`config.mk`:
```
export PLATFORM = sky130hd
export DESIGN_NAME = multisim_poll_scheduler
export DESIGN_NICKNAME = d
export VERILOG_FILES = /design/src/rtl/multisim_poll_scheduler.sv
export SDC_FILE = /design/constraint.sdc
export NUM_CORES = 1
export LEC_CHECK = 0
export CAP_MARGIN = 20
export CELL_PAD_IN_SITES_DETAIL_PLACEMENT = 2
export CELL_PAD_IN_SITES_GLOBAL_PLACEMENT = 2
export CORE_ASPECT_RATIO = 0.75
export CORE_MARGIN = 10
export CORE_UTILIZATION = 42
export CTS_CLUSTER_DIAMETER = 50
export CTS_CLUSTER_SIZE = 12
export DETAILED_ROUTE_END_ITERATION = 8
export GPL_TIMING_DRIVEN = 0
export HOLD_SLACK_MARGIN = 0.12
export PLACE_DENSITY_LB_ADDON = 0.1
export SYNTH_ARGS = -nofsm -noshare
export SYNTH_HDL_FRONTEND = slang
export SYNTH_SLANG_ARGS = --single-unit
```
`constraint.sdc`:
```
create_clock -name clk -period 16.9 [get_ports clk]
set_input_delay 5.07 -clock clk [delete_from_list [all_inputs] [get_ports clk]]
set_output_delay 5.07 -clock clk [all_outputs]
set_load 0.02 [all_outputs]
```
`src/rtl/multisim_poll_scheduler.sv`:
```
`default_nettype none
// multisim_poll_scheduler: round-robin grant of one shared DPI poll slot across
// NUM_CHANNELS channels, with per-channel exponential backoff after empty polls.
module multisim_poll_scheduler #(
  parameter int NUM_CHANNELS   = 4,
  parameter int DELAY_ACTIVE   = 10,
  parameter int DELAY_INACTIVE = 1000,
  parameter int CNT_WIDTH      = 16
) (
  input  logic                            clk,
  input  logic                            rst,
  input  logic                            enable,
  input  logic [NUM_CHANNELS-1:0]         ch_blocked,
  output logic                            poll_vld,
  output logic [$clog2(NUM_CHANNELS)-1:0] poll_ch,
  input  logic                            poll_rdy,
  input  logic                            poll_done,
  input  logic                            poll_hit,
  output logic                            busy,
  output logic [31:0]                     hit_cnt
);

  localparam int CH_W = $clog2(NUM_CHANNELS);

  typedef enum logic [1:0] {
    IDLE  = 2'd0,
    GRANT = 2'd1,
    WAIT  = 2'd2
  } state_t;

  state_t                 state, next_state;
  logic [CH_W-1:0]        last_grant;
  logic [CH_W-1:0]        sel;
  logic                   found;
  logic [CH_W:0]          idx;
  logic [NUM_CHANNELS-1:0] eligible;
  logic [CNT_WIDTH-1:0]   cur_delay [NUM_CHANNELS];
  logic [CNT_WIDTH-1:0]   timer     [NUM_CHANNELS];
  logic [CNT_WIDTH-1:0]   load_val;
  logic [CNT_WIDTH+1:0]   shifted;
  logic                   accept_done;

  assign accept_done = (state == WAIT) && poll_done;

  always_comb begin
    eligible = '0;
    for (int i = 0; i < NUM_CHANNELS; i++) begin
      eligible[i] = (timer[i] == '0) && !ch_blocked[i] &&
                    !((state != IDLE) && (poll_ch == CH_W'(i)));
    end
  end

  // Search starts one past the last accepted grant; idx is one bit wider so the wrap is a single subtract.
  always_comb begin
    found = 1'b0;
    sel   = '0;
    idx   = '0;
    for (int k = 0; k < NUM_CHANNELS; k++) begin
      idx = {1'b0, last_grant} + (CH_W+1)'(k + 1);
      if (idx >= (CH_W+1)'(NUM_CHANNELS)) begin
        idx = idx - (CH_W+1)'(NUM_CHANNELS);
      end
      if (!found && eligible[idx[CH_W-1:0]]) begin
        found = 1'b1;
        sel   = idx[CH_W-1:0];
      end
    end
  end

  // Shift is done two bits wide so large delays saturate instead of wrapping.
  always_comb begin
    shifted = {2'b00, cur_delay[poll_ch]} << 2;
    if (poll_hit) begin
      load_val = CNT_WIDTH'(DELAY_ACTIVE);
    end else if (cur_delay[poll_ch] == '0) begin
      load_val = CNT_WIDTH'(1);
    end else if (shifted > (CNT_WIDTH+2)'(DELAY_INACTIVE)) begin
      load_val = CNT_WIDTH'(DELAY_INACTIVE);
    end else begin
      load_val = shifted[CNT_WIDTH-1:0];
    end
  end

  always_comb begin
    next_state = state;
    poll_vld   = 1'b0;
    busy       = 1'b0;
    case (state)
      IDLE: begin
        if (enable && found) next_state = GRANT;
      end
      GRANT: begin
        poll_vld = 1'b1;
        busy     = 1'b1;
        if (poll_rdy) next_state = WAIT;
      end
      WAIT: begin
        busy = 1'b1;
        if (poll_done) next_state = IDLE;
      end
      default: next_state = IDLE;
    endcase
  end

  always_ff @(posedge clk or posedge rst) begin
    if (rst) begin
      state      <= IDLE;
      poll_ch    <= '0;
      last_grant <= CH_W'(NUM_CHANNELS - 1);
      hit_cnt    <= '0;
    end else begin
      state <= next_state;
      if ((state == IDLE) && enable && found) poll_ch <= sel;
      if ((state == GRANT) && poll_rdy) last_grant <= poll_ch;
      if (accept_done && poll_hit) hit_cnt <= hit_cnt + 32'd1;
    end
  end

  always_ff @(posedge clk or posedge rst) begin
    if (rst) begin
      for (int i = 0; i < NUM_CHANNELS; i++) begin
        cur_delay[i] <= '0;
        timer[i]     <= '0;
      end
    end else begin
      for (int i = 0; i < NUM_CHANNELS; i++) begin
        if (accept_done && (poll_ch == CH_W'(i))) begin
          cur_delay[i] <= load_val;
          timer[i]     <= load_val;
        end else if (timer[i] != '0) begin
          timer[i] <= timer[i] - CNT_WIDTH'(1);
        end
      end
    end
  end

endmodule
`default_nettype wire

```
# [After elaboration in Yosys (flattened, before gate mapping)]
# Index checks and enable logic that the tools add are counted.
[op_classes] bitwise_logic=1 n_addsub=13 magnitude_cmp=10 reduce_logical=54 n_shift=0 n_eq_ne=8 muxes=40 n_mul=0 n_div=0
[ops] cell="$mux W16" count=13
[ops] cell="$logic_not A16 Y1" count=5
[ops] cell="$reduce_bool A16 Y1" count=4
[ops] cell="$sub A16 B1 Y16 const B" count=4
[ops] cell="$add A32 B1 Y32 const B" count=1
[ops] cell="$bmux W16 S2" count=1
[ops] cell="$logic_and A1 B1 Y1" count=25
[ops] cell="$mux W2" count=11
[ops] cell="$gt A18 B10 Y1 const B" count=1
[ops] cell="$ge A3 B3 Y1 const B" count=5
[ops] cell="$lt A2 B3 Y1 const B" count=4
[ops] cell="$logic_not A1 Y1" count=11
[ops] cell="$mux W1" count=10
[ops] cell="$reduce_bool A2 Y1" count=5
[ops] cell="$bmux W1 S2" count=4
[ops] cell="$sub A2 B1 Y2 const B" count=4
[ops] cell="$add A2 B2 Y3 const B" count=2
[ops] cell="$eq A2 B2 Y1 const B" count=3
[ops] cell="$ne A2 B2 Y1 const B" count=3
[ops] cell="$pmux W2 S3" count=1
[ops] cell="$eq A2 B1 Y1 const B" count=2
[ops] cell="$logic_not A2 Y1" count=2
[ops] cell="$add A2 B1 Y3 const B" count=1
[ops] cell="$add A2 B3 Y3 const B" count=1
[ops] cell="3 further kinds" count=3
[totals] reg_bits=166 latchBits=0 memories=0 in_bits=10 mem_bits_ro=0 elab_cells=138 ramBits=0 out_inout_bits=36

# [Logic depth before layout (Yosys ltp)]
[logic_depth] word_depth=19 mapped_depth=9

# [Least setup slack after synthesis]
# OpenSTA, ideal clock, no wires.
[synth_timing] path_type="input to register" from="input poll_done" to="register hit_cnt[28]" t_arrival_ns=6.285 required_ns=16.770 cell_stages=6 setup_slack_ns=10.484 cell_sequence="and4_1 -> nand3_1 -> nor3_1 -> and3_1 -> nand3_1 -> xnor2_1"
[synth_via] elab_chain_cells=2
[synth_lines] element="from (decl)" line_no="17" source="input logic poll_done,"
[synth_lines] element="$logic_and A1 B1 Y1" line_no="43" source="assign accept_done = (state == WAIT) && poll_done;"
[synth_lines] element="$logic_and A1 B1 Y1" line_no="115" source="if (accept_done && poll_hit) hit_cnt <= hit_cnt + 32'd1;"
[synth_lines] element="to (signal assigned)" line_no="115"
[synth_lines] element="to (decl)" line_no="20" source="output logic [31:0] hit_cnt"
# Every way passes these cells.
# A chain may end at the register's enable or synchronous reset.

# [Final worst setup path]
[layout_timing] from="input poll_hit" to="register hit_cnt[30]"
[layout_via] elab_chain_cells=1
[layout_lines] element="from (decl)" line_no="18" source="input logic poll_hit,"
[layout_lines] element="$logic_and A1 B1 Y1" line_no="115"
# Every way passes these cells.

==> metrics <==
outcome complete, no violations; Post-layout nets 852; crit path DAT 7610 ps; Slew Viols, Final 0; worst-path fanout max 6; number of I/O pins 46; Placer Congestion 0.8385; CP delay by family, top simple AND/OR/NAND/NOR gates; CTS HTree Levels 4; Reg2Reg Launch Point timer[16]$_DFFE_PP0P_; DR vias 6,184; sequential area share after synthesis 53.03%; HPWL Detailed 17,870 um; grt total ovfl 0; Final Hold Vio Count 0; fraction of registers with async set or reset after synthesis 100.0%; total power 0.8069 mW; Synth Cell Area 7838 um^2; die area 24,580 um^2; Slowest-stage cell, CP nor3_1; Synth Register Bits 166; Post-synth EDFFs 0; RR Endpoint state[1]$_DFFE_PP0P_; Worst R2R Setup Slack 13,550 ps; Reg power frac 49.2%; Clock Root Buffer clkbuf_16; initial antenna violation count 0; die width 177.7 um; Iteration-0 DRC Markers 498; CP endpoint kind flip-flop; Vias per Instance 5.679; crit path cell chain clkdlybuf4s50_1 -> and4_1 -> nand3_1 -> nor3_1 -> and3_1 -> nand3_1 -> xnor2_1; Max Cap Violations 0; Final ANT Viol Nets 0; Req. time, crit path 17,230 ps; unrepaired setup endpoints after global routing false; first-pass GRT wire length 40,930 um; layout cell share with drive strength beyond 1 8.195%; Final Non-Filler Cells 1,089; Comb pwr share 1.7%; Distinct cells, synth 57; Rel. slew slack 30.46%; Clock Latency Late Sink 450 ps; Final Skew 12.01 ps; CP most frequent cell nand3_1; synth cell count leaders 164 x dfrtp_1, 105 x nand2_1, 58 x nor2_1, 52 x xnor2_1, 42 x o21ai_0; placement row count 43; n_diodes 0; Mapped Nets 785; GRT Total Usage 21.04%; Initial Util 42.59%; Worst setup SP type input port; Setup TNS Final 0 ps; maximum clock rate 137.3 MHz; PD cells 87.46 nW/um^2; clk sinks 166; post_cts resized 0; Yosys top cell by area dfrtp_1; CTS tree done; synth top area cells dfrtp_1 52%, xnor2_1 5.8%, nand2_1 5.0%; Syn Area/Cell 10.29 um^2; worst path bufs/invs 1; Psw 0.1968 mW; clock-pin transition on the worst setup and hold timing paths 80 ps; Die Y 138.3 um; Sw Ratio 24.39%; Mapped Cells 762; WL/cell 23.06 um; kind of critical path input port to flip-flop; post-route DRC violation count 0; detailed-route wire length 25,110 um; final setup fails 0; Reg2Reg Depth 8; Max VDD drop 59.39 uV; Levels on crit path 7; vias in the first global route 6,971; hold buffers post-CTS 0; fin crit period 7285 ps; cell leakage power 3.906 nW; actual slew at the worst max-slew pin 1039 ps; core region area 18,400 um^2; CTS Buffer Depth 2; Top FF cell, synth dfrtp_1; yosys warns 0; postcts setup bufs 0; # fillers 1,882; crit path to hit_cnt[30]$_DFFE_PP0P_; most common cell in the netlist dfrtp_1; largest net degree at the start of global routing 103; launch point of the critical path poll_hit; Max stage delay on crit path 710 ps; area grow syn2layout 17.72%; placed insts 1,056; # port buffers 45; Min-Delay Path Class flip-flop to flip-flop; total CTS buffers 17; first drt pass iteration count 5; top-area cell type share of the netlist area 52.36%; post-route clock period utilization 43.11%; clock share of power 49.1%; Int Power 0.6101 mW
final cells by class:
| cell class | instances | area, um^2 | area share, % |
|---|---|---|---|
| Tap cell | 247 | 309.0 | 3.350 |
| Buffer | 21 | 90.09 | 0.9764 |
| Sequential cell | 166 | 4156 | 45.05 |
| Clock inverter | 15 | 156.4 | 1.695 |
| Inverter | 20 | 82.58 | 0.8950 |
| Multi-Input combinational cell | 555 | 3516 | 38.11 |
| Clock buffer | 17 | 425.4 | 4.611 |
| Timing Repair Buffer | 48 | 490.5 | 5.316 |
worst min-delay path by stage:
stage / end / startpoint / slack, ps / cells after the start
finish: cur_delay[28]$_DFFE_PP0P_ / cur_delay[28]$_DFFE_PP0P_ / 490 / 1
global route: cur_delay[61]$_DFFE_PP0P_ / cur_delay[61]$_DFFE_PP0P_ / 510 / 1
CTS: cur_delay[28]$_DFFE_PP0P_ / cur_delay[28]$_DFFE_PP0P_ / 490 / 1
detailed placement: cur_delay[27]$_DFFE_PP0P_ / cur_delay[27]$_DFFE_PP0P_ / 470 / 1
global placement: cur_delay[4]$_DFFE_PP0P_ / cur_delay[4]$_DFFE_PP0P_ / 460 / 2
floorplan: cur_delay[16]$_DFFE_PP0P_ / cur_delay[16]$_DFFE_PP0P_ / 430 / 2
per-stage QoR:
stage | instance area, um^2 | util [%] | setup WS (ps) | hold slack (ps)
after global routing | 9226 | 50.14 | 9441 | 509.8
after floorplan | 7838 | - | 7343 | 433.4
after CTS | 9219 | 50.10 | 9607 | 489.7
after global placement | 8597 | 46.72 | 5134 | 457.3
after detailed placement | 8637 | 46.94 | 9204 | 468.4
final | 9226 | 50.14 | 9615 | 486.0
worst reg2reg max path, delay by kind of cell, from the launching register on:
kind	cells	cell delay, ps
fa+ha+maj	1	160
buf+inv	1	130
flops	1	440
mux	1	410
compound gates	3	1020
simple gates	2	1080
logic make-up (layout without fill, tap and decap cells):
| group | Yosys count | count (layout) | share of synthesized area (%) |
|---|---|---|---|
| simple gates | 335 | 335 | 21.81 |
| compound gates | 111 | 111 | 8.717 |
| fa+ha+maj | 13 | 13 | 2.075 |
| mux | 13 | 13 | 2.985 |
| xor+xnor | 83 | 83 | 9.275 |
| flops | 166 | 166 | 53.03 |
| buf+inv | 41 | 121 | 2.107 |
sequential cells by signal (all words and copies together), names as in the netlist:
| signal | cells |
|---|---|
| cur_delay | 64 |
| hit_cnt | 32 |
| last_grant | 2 |
| poll_ch | 2 |
| state | 2 |
| timer | 64 |
cell usage in the layout (no fill, tap or decap), types with 5 or more instances in the layout:
cell type        count
dfrtp_1            164
nand2_1            105
nor2_1              58
xnor2_1             52
clkdlybuf4s50_1     45
o21ai_0             42
nor3_1              34
xor2_1              31
and2_1              27
nand3_1             26
o22ai_1             26
nor4_1              18
inv_1               17
clkbuf_16           17
clkbuf_1            15
nand4_1             13
ha_1                13
a21oi_1             11
mux4_2               8
o21ai_1              8
and3_1               6
or3_1                6
inv_6                6
or4_1                5
and4_1               5
inv_8                5
metal layers:
metal	vias up	wire (um)	global-route usage [%]
li1	2799	-	-
met1	3277	11370	28.22
met2	86	12620	34.95
met3	22	838	2.612
met4	0	280	5.911
met5	-	0	0
power groups by stage:
stage               clock (mW)  sequential, mW  combinational, mW
floorplan                    0           0.405            0.00740
global placement             0           0.405             0.0131
detailed placement           0           0.405             0.0148
CTS                      0.404           0.397             0.0148
global route             0.420           0.397             0.0162
finish                   0.396           0.397             0.0141
Power figures use the tool's default switching activity.
